## config.mk

```make
export PLATFORM = sky130hd
export DESIGN_NAME = fifo_ctrl_flat
export DESIGN_NICKNAME = d
export VERILOG_FILES = /design/src/rtl/fifo_ctrl_if.sv /design/src/rtl/fifo_ctrl.sv /design/src/flat_wrapper.sv
export SDC_FILE = /design/constraint.sdc
export NUM_CORES = 1
export LEC_CHECK = 0
export BUFFER_PORTS_ARGS = -buffer_cell sky130_fd_sc_hd__buf_2
export CORE_AREA = 3 3 50 52
export CTS_CLUSTER_SIZE = 28
export DETAILED_ROUTE_END_ITERATION = 10
export DIE_AREA = 0 0 53 55
export PLACE_DENSITY = 0.58
export SLEW_MARGIN = 20
export SYNTH_ARGS = -nofsm -noshare
export SYNTH_HDL_FRONTEND = slang
export SYNTH_SLANG_ARGS = --single-unit
```

## constraint.sdc

```tcl
create_clock -name clk_i -period 3.2 [get_ports clk_i]
set_input_delay 0.16 -clock clk_i [delete_from_list [all_inputs] [get_ports clk_i]]
set_output_delay 0.16 -clock clk_i [all_outputs]
set_load 0.05 [all_outputs]
```

## src/rtl/fifo_ctrl_if.sv

```systemverilog
// Handshake and status bundle between a FIFO pointer/flag controller and its
// producer/consumer side. The slave modport is the controller's view.
interface fifo_ctrl_if #(
  parameter int PTR_L = 2
);
  logic             wr_req;
  logic             rd_req;
  logic [PTR_L:0]   af_th;
  logic [PTR_L:0]   ae_th;
  logic             push;
  logic             pop;
  logic [PTR_L-1:0] wr_ptr;
  logic [PTR_L-1:0] rd_ptr;
  logic [PTR_L:0]   fifo_count;
  logic             full;
  logic             empty;
  logic             almost_full;
  logic             almost_empty;
  logic             rd_valid;
  logic             overflow_err;
  logic             underflow_err;

  modport master (
    output wr_req, rd_req, af_th, ae_th,
    input  push, pop, wr_ptr, rd_ptr, fifo_count, full, empty,
           almost_full, almost_empty, rd_valid, overflow_err, underflow_err
  );

  modport slave (
    input  wr_req, rd_req, af_th, ae_th,
    output push, pop, wr_ptr, rd_ptr, fifo_count, full, empty,
           almost_full, almost_empty, rd_valid, overflow_err, underflow_err
  );
endinterface

```

## src/rtl/fifo_ctrl.sv

```systemverilog
// FIFO pointer and flag controller: push/pop strobes, wrapping addresses,
// occupancy count, threshold flags, sticky error flags and read-valid alignment.
module fifo_ctrl #(
  parameter int MEM_SIZE = 4,
  parameter int PTR_L    = 2
) (
  input  logic        clk_i,
  input  logic        reset_i,
  fifo_ctrl_if.slave  bus
);
  localparam int CNT_W = PTR_L + 1;

  logic [PTR_L-1:0] wr_ptr_q, wr_ptr_d;
  logic [PTR_L-1:0] rd_ptr_q, rd_ptr_d;
  logic [CNT_W-1:0] count_q, count_d;
  logic             rd_valid_q, rd_valid_d;
  logic             ovf_q, ovf_d;
  logic             udf_q, udf_d;
  logic             full_s, empty_s;
  logic             push_s, pop_s;

  assign full_s  = (count_q == CNT_W'(MEM_SIZE));
  assign empty_s = (count_q == {CNT_W{1'b0}});

  // Strobes; a write into a full FIFO is admitted only alongside a read.
  always_comb begin
    pop_s  = 1'b0;
    push_s = 1'b0;
    if (reset_i) begin
      pop_s  = 1'b0;
      push_s = 1'b0;
    end else begin
      pop_s  = bus.rd_req & ~empty_s;
      push_s = bus.wr_req & (~full_s | pop_s);
    end
  end

  // Next-state for pointers, occupancy, read-valid and sticky errors.
  always_comb begin
    wr_ptr_d   = wr_ptr_q;
    rd_ptr_d   = rd_ptr_q;
    count_d    = count_q;
    rd_valid_d = pop_s;
    ovf_d      = ovf_q | (bus.wr_req & full_s & ~pop_s);
    udf_d      = udf_q | (bus.rd_req & empty_s);
    if (push_s) begin
      wr_ptr_d = wr_ptr_q + PTR_L'(1);
    end else begin
      wr_ptr_d = wr_ptr_q;
    end
    if (pop_s) begin
      rd_ptr_d = rd_ptr_q + PTR_L'(1);
    end else begin
      rd_ptr_d = rd_ptr_q;
    end
    case ({push_s, pop_s})
      2'b10:   count_d = count_q + CNT_W'(1);
      2'b01:   count_d = count_q - CNT_W'(1);
      default: count_d = count_q;
    endcase
  end

  // State registers with synchronous reset.
  always_ff @(posedge clk_i) begin
    if (reset_i) begin
      wr_ptr_q   <= {PTR_L{1'b0}};
      rd_ptr_q   <= {PTR_L{1'b0}};
      count_q    <= {CNT_W{1'b0}};
      rd_valid_q <= 1'b0;
      ovf_q      <= 1'b0;
      udf_q      <= 1'b0;
    end else begin
      wr_ptr_q   <= wr_ptr_d;
      rd_ptr_q   <= rd_ptr_d;
      count_q    <= count_d;
      rd_valid_q <= rd_valid_d;
      ovf_q      <= ovf_d;
      udf_q      <= udf_d;
    end
  end

  assign bus.push          = push_s;
  assign bus.pop           = pop_s;
  assign bus.wr_ptr        = wr_ptr_q;
  assign bus.rd_ptr        = rd_ptr_q;
  assign bus.fifo_count    = count_q;
  assign bus.full          = full_s;
  assign bus.empty         = empty_s;
  assign bus.almost_full   = (count_q >= bus.af_th);
  assign bus.almost_empty  = (count_q <= bus.ae_th);
  assign bus.rd_valid      = rd_valid_q;
  assign bus.overflow_err  = ovf_q;
  assign bus.underflow_err = udf_q;
endmodule

```

## src/flat_wrapper.sv

```systemverilog
// flat-port wrapper written by rule: the top's interface ports become plain ports
module fifo_ctrl_flat 
#(
  parameter int MEM_SIZE = 4,
  parameter int PTR_L    = 2
)
  (clk_i, reset_i, bus_wr_req, bus_rd_req, bus_af_th, bus_ae_th, bus_push, bus_pop, bus_wr_ptr, bus_rd_ptr, bus_fifo_count, bus_full, bus_empty, bus_almost_full, bus_almost_empty, bus_rd_valid, bus_overflow_err, bus_underflow_err);
  fifo_ctrl_if #(.PTR_L(PTR_L)) bus_i ();
  input  logic clk_i;
  input  logic reset_i;
  input wire logic [$bits(bus_i.wr_req)-1:0] bus_wr_req;
  input wire logic [$bits(bus_i.rd_req)-1:0] bus_rd_req;
  input wire logic [$bits(bus_i.af_th)-1:0] bus_af_th;
  input wire logic [$bits(bus_i.ae_th)-1:0] bus_ae_th;
  output wire logic [$bits(bus_i.push)-1:0] bus_push;
  output wire logic [$bits(bus_i.pop)-1:0] bus_pop;
  output wire logic [$bits(bus_i.wr_ptr)-1:0] bus_wr_ptr;
  output wire logic [$bits(bus_i.rd_ptr)-1:0] bus_rd_ptr;
  output wire logic [$bits(bus_i.fifo_count)-1:0] bus_fifo_count;
  output wire logic [$bits(bus_i.full)-1:0] bus_full;
  output wire logic [$bits(bus_i.empty)-1:0] bus_empty;
  output wire logic [$bits(bus_i.almost_full)-1:0] bus_almost_full;
  output wire logic [$bits(bus_i.almost_empty)-1:0] bus_almost_empty;
  output wire logic [$bits(bus_i.rd_valid)-1:0] bus_rd_valid;
  output wire logic [$bits(bus_i.overflow_err)-1:0] bus_overflow_err;
  output wire logic [$bits(bus_i.underflow_err)-1:0] bus_underflow_err;
  assign bus_i.wr_req = bus_wr_req;
  assign bus_i.rd_req = bus_rd_req;
  assign bus_i.af_th = bus_af_th;
  assign bus_i.ae_th = bus_ae_th;
  assign bus_push = bus_i.push;
  assign bus_pop = bus_i.pop;
  assign bus_wr_ptr = bus_i.wr_ptr;
  assign bus_rd_ptr = bus_i.rd_ptr;
  assign bus_fifo_count = bus_i.fifo_count;
  assign bus_full = bus_i.full;
  assign bus_empty = bus_i.empty;
  assign bus_almost_full = bus_i.almost_full;
  assign bus_almost_empty = bus_i.almost_empty;
  assign bus_rd_valid = bus_i.rd_valid;
  assign bus_overflow_err = bus_i.overflow_err;
  assign bus_underflow_err = bus_i.underflow_err;
  fifo_ctrl #(.MEM_SIZE(MEM_SIZE), .PTR_L(PTR_L)) u_core (.clk_i(clk_i), .reset_i(reset_i), .bus(bus_i));
endmodule
```

==> out/qor.txt <==
Post-synth top area share = 33.1%
Post-synthesis simple-gate area fraction = 19.3%
Share of cells above drive strength 1 = 34.4%
First-pass GRT wire length = 2110 um
Hold buffers post-CTS = 0
GR Util met1 = 13.5%
Seq/Total Area, Yosys = 33.1%
Clock Pin Slew Worst Setup and Hold Paths = 0.07 ns
Synth top area cells = dfxtp_1 (33%), ha_1 (14%), nor2_1 (7.5%)
Compound-gate portion of the synthesized area = 14.1%
Leakage power = 0.421 nW
DRT Pass-1 Iters = 3
Final Hold Vio Count = 0
PD cells = 535 nW/um^2
RSZ-0062 raised after global routing = no
Ys Warns = 0
CTS Root Cell = clkbuf_4
Startpoint Class = register
Fin crit period = 2.44 ns
Clock tree buffer depth = 2
Port Buffers = 25
Post-CTS resize count = 0
R2R setup slack = 0.76 ns
Setup CP Type = reg2reg
Routed vias = 548
Pins Over Slew Limit = 0
Area delta synth->final = 31.9%
Synth Area in XOR/XNOR = 5.80%
Post-layout nets = 115
Clock Sinks = 10
Final non-filler cell total = 124
Status = completed
Largest family of logic cells by synthesized area = simple AND/OR/NAND/NOR gates
Setup violators final = 0
Critical path arrival = 2.64 ns
# DRC = 0
Largest net degree at the start of global routing = 16
Die width = 53 um
Post-Layout Inst Area = 797 sq um
Synthesized area = 604 sq um
# rows = 17
Setup Skew = 0.00158 ns
Synth Area in Adders = 17.8%
Synthesis-stage register bit count = 10
Placed Instance Area = 761 sq um
DRT antenna net count = 0
Tot Pwr = 0.426 mW
Die height = 55 um
Crit-path cells = nor3b_4, a21bo_1, or2_2, ha_1, inv_1, fa_1, xor2_1, or3_2, a21oi_1
Post-synth top flop = dfxtp_1
Vias per inst = 4.42
Max Fclk = 0.410 GHz
Placed cells = 120
N_diodes = 0
Relative slew slack = 70.5%
1st-iter DRT viols = 4
Buf/Inv on CP = 1
Filler Cell Count = 229
Post-synth top area cell = dfxtp_1
Post-CTS Setup Bufs = 0
Core area = 2150 sq um
Worst path max stage delay = 0.46 ns
Slowest-stage cell, CP = dfxtp_1
Setup ws final = 0.764 ns
IO Count = 26
Worst vdd ir = 213 uV
Pre-CTS WS = 0.751 ns
Cells after synthesis = 68
Initial Util = 28.1%
Busiest grt layer = met2
CTS buffer count = 3
Routing usage on met2 = 13.8%
Yosys cell types = 25
Critical path's top delay family = simple AND/OR/NAND/NOR gates
Hold Worst Slack = 0.165 ns
Clk_lat worst skew = 0.27 ns
Gpl congestion = 0.655
Post-synth EDFFs = 0
Post-synthesis mux area share = 4.35%
MaxCap Viol Count = 0
Antenna violations before repair = 0
WL final = 1250 um
CTS HTree Levels = 1
Min-Delay Path Class = in2reg
CP endpoint kind = register
Vias in the first global route = 488
Final worst path period share = 76.1%
Overflow left after global routing = 0
GR Util met3 = 2.14%
TritonCTS clock tree = done
Setup_tns = 0 ns
DP HPWL = 1020 um
Layout Utilization = 37.1%
Routed wire per std cell = 10.1 um
Least-Margin Pin Slew = 0.439 ns
CP max FO = 9
Syn nets = 86
Die ar. = 2920 sq um
Mean post-synth cell area = 8.89 sq um
GRT Util Overall = 10.1%
Data required, critical path = 3.40 ns
Async S/R FF share, synth = 0%
-- worst paths after layout --
kind | startpoint | end | depth (start not counted)
hold / removal | bus_wr_req | u_core.bus.overflow_err$_SDFF_PP0_ | 3
setup reg to reg | u_core.bus.fifo_count[2]$_SDFFE_PP0P_ | u_core.bus.fifo_count[2]$_SDFFE_PP0P_ | 9
setup / recovery | u_core.bus.fifo_count[2]$_SDFFE_PP0P_ | u_core.bus.fifo_count[2]$_SDFFE_PP0P_ | 9
hold reg to reg | u_core.bus.underflow_err$_SDFF_PP0_ | u_core.bus.underflow_err$_SDFF_PP0_ | 2
-- registers in the layout, summed over array words and instances (netlist names) --
name and cells:
u_core.bus.underflow_err 1, u_core.bus.wr_ptr 2, u_core.bus.overflow_err 1, u_core.bus.rd_valid 1, u_core.bus.fifo_count 3, u_core.bus.rd_ptr 2
-- cell type report --
cell class	instances	area, sq um	area share (%)
multi-input cells	49	370	46.5
well taps	28	35.0	4.40
repair buffers	25	125	15.7
clock buffers	4	36.3	4.55
inverters	8	30.0	3.77
flip-flops and latches	10	200	25.1
-- Yosys cell counts, types with 2 or more instances --
cell and n:
a21oi_1 4, a21o_1 2, ha_1 7, dfxtp_1 10, inv_1 8, nor2b_1 3, nor2_1 12, xor2_1 4
o21ai_0 2
-- per-layer routing --
metal | vias up | share of wire [%]
met3 | 4 | 11
met4 | 0 | 2.7
met5 | - | 0
met1 | 234 | 47
li1 | 284 | -
met2 | 26 | 38
-- power breakdown --
group	internal, mW	switching, mW
Sequential	0.136	0.0144
Clock	0.0691	0.0447
Combinational	0.0478	0.114
-- cells by family (layout without fill, tap and decap cells) --
kind of cell,Yosys count,after routing
multiplexers,2,2
adder cells (fa/ha/maj),8,8
flip-flops,10,10
buffers and inverters,9,37
AO/OA/AOI/OAI,13,13
XOR/XNOR,4,4
AND/OR/NAND/NOR,22,22
-- tightest hold or removal path, cell delays in order --
cell and delay, ns:
buf_2 0.10, a31oi_1 0.07, nor2_1 0.07
-- layout by cell type (no fill, tap or decap) --
master / Yosys / layout
nor2_1: 12 / 12
clkbuf_8: 0 / 1
o31ai_1: 1 / 1
or3_2: 1 / 1
buf_2: 0 / 25
nor3b_4: 1 / 1
mux2_4: 1 / 1
nand3_1: 1 / 1
fa_1: 1 / 1
o21a_1: 1 / 1
a21bo_1: 1 / 1
or2_2: 1 / 1
o311ai_0: 1 / 1
a21oi_1: 4 / 4
mux2_1: 1 / 1
xor2_1: 4 / 4
o21ai_0: 2 / 2
inv_1: 8 / 8
a21o_1: 2 / 2
clkbuf_4: 0 / 3
dfxtp_1: 10 / 10
nand2b_1: 1 / 1
nand2_1: 1 / 1
nor3_1: 1 / 1
nor2b_1: 3 / 3
a31oi_1: 1 / 1
ha_1: 7 / 7
(Power assumes the default switching activity.)
